`src/rtl/dp_accumulator_if.sv`:
```
// Stream handshake bundle for dp_accumulator: partial-sum input side and
// quantized-activation output side.
interface dp_accumulator_if #(
    parameter int IN_W  = 32,
    parameter int OUT_W = 8
);
    logic                    in_valid;
    logic                    in_ready;
    logic signed [IN_W-1:0]  in_data;
    logic                    out_valid;
    logic                    out_ready;
    logic signed [OUT_W-1:0] out_data;

    // master: the producer of partial sums and consumer of results
    modport master (
        output in_valid, in_data, out_ready,
        input  in_ready, out_valid, out_data
    );

    modport slave (
        input  in_valid, in_data, out_ready,
        output in_ready, out_valid, out_data
    );
endinterface

```
`src/rtl/dp_accumulator.sv`:
```
// Accumulates cfg_len signed partial sums plus a bias, then requantizes the
// total to a signed OUT_W activation. Macro DP_ACCUMULATOR_RELU_EN clamps negatives to 0.
module dp_accumulator #(
    parameter int IN_W    = 32,
    parameter int LEN_W   = 8,
    parameter int SHIFT_W = 5,
    parameter int OUT_W   = 8
) (
    input  logic                   clk,
    input  logic                   rst_n,
    input  logic [LEN_W-1:0]       cfg_len,
    input  logic [SHIFT_W-1:0]     cfg_shift,
    input  logic signed [IN_W-1:0] cfg_bias,
    dp_accumulator_if.slave        bus,
    output logic                   busy
);
    // Wide enough for (2^LEN_W - 1) beats plus the bias without overflow.
    localparam int AW = IN_W + LEN_W + 1;

    typedef enum logic [1:0] {IDLE, ACC, OUT} state_e;

    state_e                  state_q, state_d;
    logic signed [AW-1:0]    acc_q, acc_d;
    logic [LEN_W-1:0]        cnt_q, cnt_d, len_q, len_d;
    logic [SHIFT_W-1:0]      shift_q, shift_d;
    logic                    in_ready_q, in_ready_d;
    logic                    out_valid_q, out_valid_d;
    logic                    busy_q, busy_d;
    logic signed [OUT_W-1:0] out_data_q, out_data_d;
    logic                    in_fire, out_fire;

    function automatic logic signed [AW-1:0] sext(input logic signed [IN_W-1:0] x);
        return {{(AW-IN_W){x[IN_W-1]}}, x};
    endfunction

    // Round half toward +inf, arithmetic shift, saturate; one spare bit absorbs the rounding add.
    function automatic logic signed [OUT_W-1:0] quantize(input logic signed [AW-1:0] x,
                                                         input logic [SHIFT_W-1:0] sh);
        logic signed [AW:0] xe, rnd, r, hi, lo;
        xe = {x[AW-1], x};
`ifdef DP_ACCUMULATOR_RELU_EN
        if (xe < 0) xe = '0;
`else
`endif
        if (sh != '0) begin
            rnd = (AW+1)'(1) << (sh - 1'b1);
            r   = (xe + rnd) >>> sh;
        end else begin
            r = xe;
        end
        hi = ((AW+1)'(1) << (OUT_W-1)) - (AW+1)'(1);
        lo = -hi - (AW+1)'(1);
        if (r > hi)      r = hi;
        else if (r < lo) r = lo;
        return r[OUT_W-1:0];
    endfunction

    assign in_fire  = bus.in_valid && in_ready_q;
    assign out_fire = out_valid_q && bus.out_ready;

    always_comb begin
        state_d     = state_q;
        acc_d       = acc_q;
        cnt_d       = cnt_q;
        len_d       = len_q;
        shift_d     = shift_q;
        out_valid_d = out_valid_q;
        out_data_d  = out_data_q;
        unique case (state_q)
            IDLE: if (in_fire) begin
                // Bias is folded in on the first beat, so only len/shift need holding.
                len_d   = (cfg_len == '0) ? LEN_W'(1) : cfg_len;
                shift_d = cfg_shift;
                acc_d   = sext(cfg_bias) + sext(bus.in_data);
                cnt_d   = LEN_W'(1);
                state_d = (len_d <= LEN_W'(1)) ? OUT : ACC;
            end
            ACC: if (in_fire) begin
                acc_d = acc_q + sext(bus.in_data);
                cnt_d = cnt_q + LEN_W'(1);
                if (cnt_d == len_q) state_d = OUT;
            end
            OUT: if (out_fire) state_d = IDLE;
            default: state_d = IDLE;
        endcase
        if (state_q != OUT && state_d == OUT) begin
            out_valid_d = 1'b1;
            out_data_d  = quantize(acc_d, shift_d);
        end
        if (out_fire) out_valid_d = 1'b0;
        in_ready_d = (state_d != OUT);
        busy_d     = (state_d != IDLE);
    end

    always_ff @(posedge clk) begin
        if (!rst_n) begin
            state_q     <= IDLE;
            acc_q       <= '0;
            cnt_q       <= '0;
            len_q       <= '0;
            shift_q     <= '0;
            in_ready_q  <= 1'b1;
            out_valid_q <= 1'b0;
            out_data_q  <= '0;
            busy_q      <= 1'b0;
        end else begin
            state_q     <= state_d;
            acc_q       <= acc_d;
            cnt_q       <= cnt_d;
            len_q       <= len_d;
            shift_q     <= shift_d;
            in_ready_q  <= in_ready_d;
            out_valid_q <= out_valid_d;
            out_data_q  <= out_data_d;
            busy_q      <= busy_d;
        end
    end

    assign bus.in_ready  = in_ready_q;
    assign bus.out_valid = out_valid_q;
    assign bus.out_data  = out_data_q;
    assign busy          = busy_q;
endmodule

```
`src/flat_wrapper.sv`:
```
// flat-port wrapper written by rule: the top's interface ports become plain ports
module dp_accumulator_flat 
#(
    parameter int IN_W    = 32,
    parameter int LEN_W   = 8,
    parameter int SHIFT_W = 5,
    parameter int OUT_W   = 8
)
  (clk, rst_n, cfg_len, cfg_shift, cfg_bias, busy, bus_in_valid, bus_in_data, bus_out_ready, bus_in_ready, bus_out_valid, bus_out_data);
  dp_accumulator_if #(.IN_W(IN_W), .OUT_W(OUT_W)) bus_i ();
  input  logic clk;
  input  logic rst_n;
  input  logic [LEN_W-1:0] cfg_len;
  input  logic [SHIFT_W-1:0] cfg_shift;
  input  logic signed [IN_W-1:0] cfg_bias;
  output logic busy;
  input wire logic [$bits(bus_i.in_valid)-1:0] bus_in_valid;
  input wire logic [$bits(bus_i.in_data)-1:0] bus_in_data;
  input wire logic [$bits(bus_i.out_ready)-1:0] bus_out_ready;
  output wire logic [$bits(bus_i.in_ready)-1:0] bus_in_ready;
  output wire logic [$bits(bus_i.out_valid)-1:0] bus_out_valid;
  output wire logic [$bits(bus_i.out_data)-1:0] bus_out_data;
  assign bus_i.in_valid = bus_in_valid;
  assign bus_i.in_data = bus_in_data;
  assign bus_i.out_ready = bus_out_ready;
  assign bus_in_ready = bus_i.in_ready;
  assign bus_out_valid = bus_i.out_valid;
  assign bus_out_data = bus_i.out_data;
  dp_accumulator #(.IN_W(IN_W), .LEN_W(LEN_W), .SHIFT_W(SHIFT_W), .OUT_W(OUT_W)) u_core (.clk(clk), .rst_n(rst_n), .cfg_len(cfg_len), .cfg_shift(cfg_shift), .cfg_bias(cfg_bias), .bus(bus_i), .busy(busy));
endmodule
```
`config.mk`:
```
export PLATFORM = sky130hd
export DESIGN_NAME = dp_accumulator_flat
export DESIGN_NICKNAME = d
export VERILOG_FILES = /design/src/rtl/dp_accumulator_if.sv /design/src/rtl/dp_accumulator.sv /design/src/flat_wrapper.sv
export SDC_FILE = /design/constraint.sdc
export NUM_CORES = 1
export LEC_CHECK = 0
export CAP_MARGIN = 20
export CORE_MARGIN = 3
export CORE_UTILIZATION = 50
export CTS_CLUSTER_SIZE = 14
export DETAILED_ROUTE_END_ITERATION = 8
export PLACE_DENSITY = 0.79
export SETUP_SLACK_MARGIN = 0.1
export SLEW_MARGIN = 20
export SYNTH_ARGS = -nofsm -noshare
export SYNTH_HDL_FRONTEND = slang
export SYNTH_SLANG_ARGS = --single-unit
export TNS_END_PERCENT = 10
```
`constraint.sdc`:
```
create_clock -name clk -period 9.75 [get_ports clk]
set_input_delay 1.4625 -clock clk [delete_from_list [all_inputs] [get_ports clk]]
set_output_delay 1.4625 -clock clk [all_outputs]
set_load 0.02 [all_outputs]
```
==> flow_metrics.py, run 1 <==
metrics = {
    "status": {
        "outcome": "finished clean",
    },
    "synthesis": {
        "yosys_most_used_dff": "dfxtp_1",
        "synthAdderAreaFrac": 0.0958,
        "synth_seq_cells": 75,
        "avgSynthCellArea_sq_um": 6.69,
        "synthCells": 2142,
        "yosys.area.top_type": "dfxtp_1",
        "synth.distinct_cells": 110,
        "yosysSeqAreaShare": 0.105,
        "synth_compound_gate_area_share": 0.371,
        "synth_nets": 2330,
        "yosys_warnings": 0,
        "syn-cell-area_sq_um": 14300,
        "yosys-top-cells-area": "dfxtp_1 (10%), ha_1 (9.1%), a21oi_1 (7.1%), nand2_1 (6.9%), nor2_1 (5.7%)",
        "synth_top_family_by_area": "compound AO/OA/AOI/OAI gates",
        "synthMuxAreaShare": 0.0241,
        "synth_simple_gate_area_frac": 0.299,
        "async_reset_ff_frac": 0,
        "synth_xor_area_frac": 0.0538,
        "synth_edf_count": 0,
        "yosys.area.top_type_share": 0.105,
    },
    "critical_path": {
        "crit_fanout": 7,
        "crit_type": "primary input to flop",
        "slowest_delay_ns": 0.48,
        "cp-start-kind": "primary input",
        "crit_path_frequent_cell": "a21oi_1",
        "crit_required_ns": 9.97,
        "cp.arrival_ns": 9.44,
        "slowest_stage": "or4_1",
        "worstSetupEndpointType": "flop",
    },
    "die": {
        "dieArea_sq_um": 30700,
        "start_util": 0.511,
        "std_cell_rows": 61,
        "ios": 92,
        "chipWidth_um": 175,
        "core_sq_um": 28000,
        "dieHeight_um": 175,
    },
    "global_route": {
        "grt_usage": 0.420,
        "grt_pass1_vias": 17229,
        "grt_overflow_total": 0,
        "grt_pass1_wl_um": 101000,
        "grt_max_degree": 62,
        "grt_antenna_before_repair": 2,
    },
    "timing": {
        "drv_slew": 0,
        "fmax_mhz": 108,
        "setup_ws_ns": 0.525,
        "relSlewSlack": 0.247,
        "fin_crit_ns": 9.22,
        "timing.final.crit_share": 0.946,
        "setup_viol": 0,
        "fin_worst_skew_ns": 0.0137,
        "worst_pin_slew_ns": 1.12,
        "rsz0062_at_grt": "true",
        "fin_tns_setup_ns": 0,
        "hold_viol_final": 0,
    },
    "clocking": {
        "path_clk_slew_ns": 0.07,
        "root_buffer": "clkbuf_16",
        "ctsHtreeMaxLevel": 3,
        "cts.sinks": 75,
        "cts_tree": "yes",
        "cts.path.max_buffers": 2,
        "numCtsBuffers": 9,
        "clkLatencyLatePin_ns": 0.35,
    },
    "layout": {
        "final_cell_mix": "nand2_1 (264), nor2_1 (217), a21oi_1 (200), buf_4 (168), o21ai_0 (149)",
        "postLayoutCoreUtil": 0.601,
        "layout.nets": 2464,
        "fin_cells": 2659,
        "diodes": 0,
        "area_delta_synth_final_pct": 17.5,
        "layout-drive-gt1-share": 0.114,
        "layout.cells.most_common": "nand2_1",
    },
    "routing": {
        "drc": 0,
        "vias": 18515,
        "ant_nets": 0,
        "viasPerCell": 6.96,
        "drt-pass1-iter-count": 8,
        "routed_wl_um": 67600,
        "drtIter0Drc": 2245,
        "wl_per_cell_um": 25.4,
    },
    "pwr": {
        "peakVddDrop_mv": 0.0919,
        "p_sw_frac": 0.519,
        "power_leakage_nw": 6.91,
        "power.total_mw": 2.53,
        "power.density_nw_per_um2": 150,
        "combPwrFrac": 0.705,
        "p_sw_mw": 1.31,
        "p_int_mw": 1.22,
        "pwr-share-seq": 0.143,
        "pwr-share-clk": 0.152,
    },
    "place": {
        "dp_cells": 2641,
        "hpwl_um": 54000,
        "port_buffers": 91,
        "gp_congestion": 1.14,
        "dp_slack_ns": 0.0284,
    },
    "worst_hold_path": {
        "hp-class": "flop to flop",
    },
    "run": {
        "cap_violations": 0,
    },
}
-- power groups by stage --
| stage | Clock (mW) | Combinational [mW] | Sequential (mW) |
|---|---|---|---|
| 4_1_cts | 0.385 | 1.70 | 0.360 |
| 6_report | 0.386 | 1.78 | 0.362 |
| 2_1_floorplan | 0 | 1.06 | 0.356 |
| 3_3_place_gp | 0 | 1.68 | 0.366 |
| 5_1_grt | 0.397 | 1.88 | 0.364 |
| 3_5_place_dp | 0 | 1.69 | 0.367 |
-- timing repair --
action / CTS / global route
endpoints found under the setup margin: 0 / 7
hold endpoints to repair: 0 / 0
hold buffers: 0 / 0
buffers inserted: 0 / 2
gates resized for setup: 0 / 19
-- worst max-delay path: cells and delay by family --
family,cells,cell delay [ns]
AOI/OAI and AO/OA,14,3.71
xor gates and xnor gates,1,0.10
adders and majority gates,2,0.70
buffers and inverters,3,0.66
and+or+nand+nor,12,2.79
-- logic make-up after synthesis --
family                     after synthesis
adders and majority gates              108
DFF                                     75
xor gates and xnor gates                88
and+or+nand+nor                        870
AOI/OAI and AO/OA                      789
muxes                                   33
buffers and inverters                  179
-- synthesized netlist by cell type (45+ instances only) --
master / number
a21oi_1: 203
and2_1: 47
clkbuf_1: 86
dfxtp_1: 75
ha_1: 104
nand2_1: 264
nand3_1: 71
nand4_1: 45
nor2_1: 217
nor3_1: 59
o211ai_1: 48
o21ai_0: 153
xnor2_1: 49
-- routing by layer --
metal | share of wire | wire, um | track usage | vias up
li1 | - | - | - | 8377
met1 | 0.38 | 25800 | 0.528 | 8560
met2 | 0.43 | 29400 | 0.668 | 1269
met3 | 0.11 | 7560 | 0.0834 | 307
met4 | 0.072 | 4840 | 0.241 | 2
met5 | 0.00019 | 13 | 0 | -
-- registers in the layout (all words and copies together) (netlist names) --
register and flops:
u_core.cnt_q 8, u_core.state_q 2, u_core.shift_q 5, u_core.acc_q 41
u_core.bus.in_ready 1, u_core.busy 1, u_core.bus.out_valid 1, u_core.len_q 8
u_core.bus.out_data 8
-- layout make-up --
cell class / count / area, sq um
multi-input combinational: 1888 / 12200
tap: 378 / 473
clock buffer: 9 / 225
sequential: 75 / 1500
fill: 2721 / 11200
inverter: 42 / 158
clock inverter: 7 / 108
timing repair buffer: 260 / 2190
-- per-stage QoR --
stage | instance area (sq um) | hold WS [ns]
finish | 16800 | 0.476
global route | 16800 | 0.500
CTS | 16700 | 0.477
detailed placement | 16400 | 0.467
global placement | 16400 | 0.462
floorplan | 14300 | 0.448
-- worst paths after layout --
check / from / to / slack, ns / depth (start not counted)
hold / removal: u_core.len_q[4] / u_core.len_q[4] / 0.48 / 2
hold reg to reg: u_core.len_q[4] / u_core.len_q[4] / 0.48 / 2
setup reg to reg: u_core.acc_q[9] / u_core.bus.out_data[0] / 1.63 / 29
setup / recovery: bus_in_data[4] / u_core.bus.out_data[0] / 0.53 / 32
Note: power is estimated with default switching activity, not from simulation.
==> run 2, diff against run 1 <==
--- a/config.mk
+++ b/config.mk
@@ -10,7 +10,8 @@
 export CORE_UTILIZATION = 50
 export CTS_CLUSTER_SIZE = 14
 export DETAILED_ROUTE_END_ITERATION = 8
-export PLACE_DENSITY = 0.79
+export PLACE_DENSITY = 0.69
+export REMOVE_ABC_BUFFERS = 1
 export SETUP_SLACK_MARGIN = 0.1
 export SLEW_MARGIN = 20
 export SYNTH_ARGS = -nofsm -noshare
==> run 2 against run 1 <==
- core utilization fell by 1.3 points
- critical path type unchanged
- total power fell by 3.8%
- via count fell by 1.0%
- critical path depth rose by 1
- final cell count fell by 1.6%
- wire length fell by 1.5%
- die area did not move
- combinational power fell by 3%
- worst setup slack got worse by 0.16 ns
- first-iteration DRC count rose by 21%
- critical endpoint is now u_core.bus.out_data[5]
==> flow_metrics.py, run 2 (synthesized netlist as in run 1, its figures left out) <==
metrics = {
    "status": {
        "outcome": "finished clean",
    },
    "layout": {
        "diodes": 0,
        "layout.nets": 2422,
        "top_register": "u_core.acc_q",
        "layout-drive-gt1-share": 0.0974,
        "area_delta_synth_final_pct": 15.0,
        "largest_reg_flops": 41,
        "layout.cells.most_common": "nand2_1",
        "final_cell_mix": "nand2_1 (264), nor2_1 (216), a21oi_1 (199), o21ai_0 (148), buf_4 (125)",
    },
    "critical_path": {
        "crit_cells": 33,
        "cp.arrival_ns": 9.67,
        "crit_required_ns": 10.04,
        "r2r_cells": 33,
        "cp_top_family": "compound AO/OA/AOI/OAI gates",
        "worst-path-buf-inv": 4,
        "slowest_stage": "clkdlybuf4s50_1",
        "reg2reg_from": "u_core.acc_q[0]",
        "crit_fanout": 7,
        "r2r_slack_ns": 1.81,
        "crit_type": "primary input to flop",
        "cp-start-kind": "primary input",
        "worstSetupEndpointType": "flop",
        "endpoint": "u_core.bus.out_data[5]",
        "worstSetupStartpoint": "bus_in_data[8]",
        "r2r-end": "u_core.bus.out_data[5]",
        "slowest_delay_ns": 0.46,
    },
    "pwr": {
        "pwr-share-clk": 0.144,
        "power.density_nw_per_um2": 148,
        "power.total_mw": 2.44,
        "p_sw_mw": 1.30,
        "p_int_mw": 1.13,
        "pwr-share-seq": 0.148,
        "peakVddDrop_mv": 0.0973,
        "combPwrFrac": 0.708,
        "power_leakage_nw": 6.69,
        "p_sw_frac": 0.536,
    },
    "worst_hold_path": {
        "whs_path_depth": 2,
        "hp-class": "flop to flop",
    },
    "timing": {
        "drv_slew": 0,
        "fin_worst_skew_ns": 0.0208,
        "rsz0062_at_grt": "false",
        "fin_tns_setup_ns": 0,
        "setup_ws_ns": 0.370,
        "timing.final.crit_share": 0.962,
        "setup_viol": 0,
        "fin_crit_ns": 9.38,
        "relSlewSlack": 0.249,
        "worst_pin_slew_ns": 1.12,
        "fmax_mhz": 107,
        "hold_viol_final": 0,
    },
    "global_route": {
        "grt_overflow_total": 0,
        "grt_pass1_wl_um": 100000,
        "grt_max_degree": 60,
        "grt_antenna_before_repair": 2,
        "grt_usage": 0.413,
        "grt_pass1_vias": 17033,
    },
    "place": {
        "gp_congestion": 1.12,
        "hpwl_um": 52600,
        "port_buffers": 91,
        "dp_slack_ns": -0.125,
    },
    "clocking": {
        "clkLatencyLatePin_ns": 0.36,
        "ctsHtreeMaxLevel": 3,
        "root_buffer": "clkbuf_16",
        "holdBufCountCts": 0,
        "cts.sinks": 75,
        "cts.path.max_buffers": 2,
        "cts_tree": "yes",
        "numCtsBuffers": 9,
        "path_clk_slew_ns": 0.08,
    },
    "routing": {
        "routed_wl_um": 66500,
        "vias": 18328,
        "drtIter0Drc": 2710,
        "ant_nets": 0,
        "wl_per_cell_um": 25.4,
        "drt-pass1-iter-count": 6,
        "viasPerCell": 7.00,
        "drc": 0,
    },
    "die": {
        "std_cell_rows": 61,
        "ios": 92,
        "dieHeight_um": 175,
        "chipWidth_um": 175,
        "start_util": 0.511,
        "core_sq_um": 28000,
        "dieArea_sq_um": 30700,
    },
    "run": {
        "cap_violations": 0,
    },
}
## run 2: cell types whose count changed in the layout (fill, tap and decap cells not counted), sizes merged
cell    change
buf        -42
clkinv      +2
bufinv      -2
## run 2: how the worst min path moves through the flow
stage | to | from
final | u_core.len_q[5] | u_core.len_q[5]
after global routing | u_core.len_q[5] | u_core.len_q[5]
after CTS | u_core.len_q[5] | u_core.len_q[5]
after detailed placement | u_core.len_q[5] | u_core.len_q[5]
after global placement | u_core.len_q[7] | u_core.len_q[7]
after floorplan | u_core.len_q[3] | u_core.len_q[3]
## run 2: layout make-up
| cell class | count | area (sq um) |
|---|---|---|
| Timing Repair Buffer | 218 | 1890 |
| Clock inverter | 7 | 70.1 |
| Clock buffer | 9 | 225 |
| Sequential cell | 75 | 1500 |
| Multi-Input combinational cell | 1888 | 12100 |
| Tap cell | 378 | 473 |
| Inverter | 42 | 158 |
| Fill cell | 2724 | 11500 |
## run 2: timing repair
action / CTS / global route
resized for setup: 0 / 17
endpoints found under the setup margin: 0 / 7
buffers inserted: 0 / 1
## run 2: worst min-delay path, stage by stage, from the launching register on
cell and delay [ns]:
dfxtp_1 0.32, nand2_1 0.05, a21oi_1 0.05
## run 2: through the flow
step | hold WS (ns) | instance area, sq um | utilization | instances
after floorplan | 0.448 | 13700 | - | 2005
after global placement | 0.456 | 16100 | 0.575 | 2600
after detailed placement | 0.463 | 16100 | 0.575 | 2600
after CTS | 0.473 | 16400 | 0.585 | 2616
after global routing | 0.494 | 16500 | 0.588 | 2617
final | 0.470 | 16500 | 0.588 | 2617
## run 2: routing by layer
layer | global-route usage | share of wire | routed length, um | vias up
li1 | - | - | - | 8294
met1 | 0.535 | 0.39 | 26000 | 8484
met2 | 0.621 | 0.42 | 27700 | 1305
met3 | 0.109 | 0.13 | 8500 | 243
met4 | 0.230 | 0.066 | 4370 | 2
met5 | 0 | 0.00020 | 13 | -
## run 2: power groups by stage
stage          Clock, mW  Sequential, mW  Combinational [mW]
2_1_floorplan          0           0.361                1.02
3_3_place_gp           0           0.365                1.63
3_5_place_dp           0           0.366                1.62
4_1_cts            0.350           0.359                1.64
5_1_grt            0.361           0.363                1.82
6_report           0.350           0.361                1.72
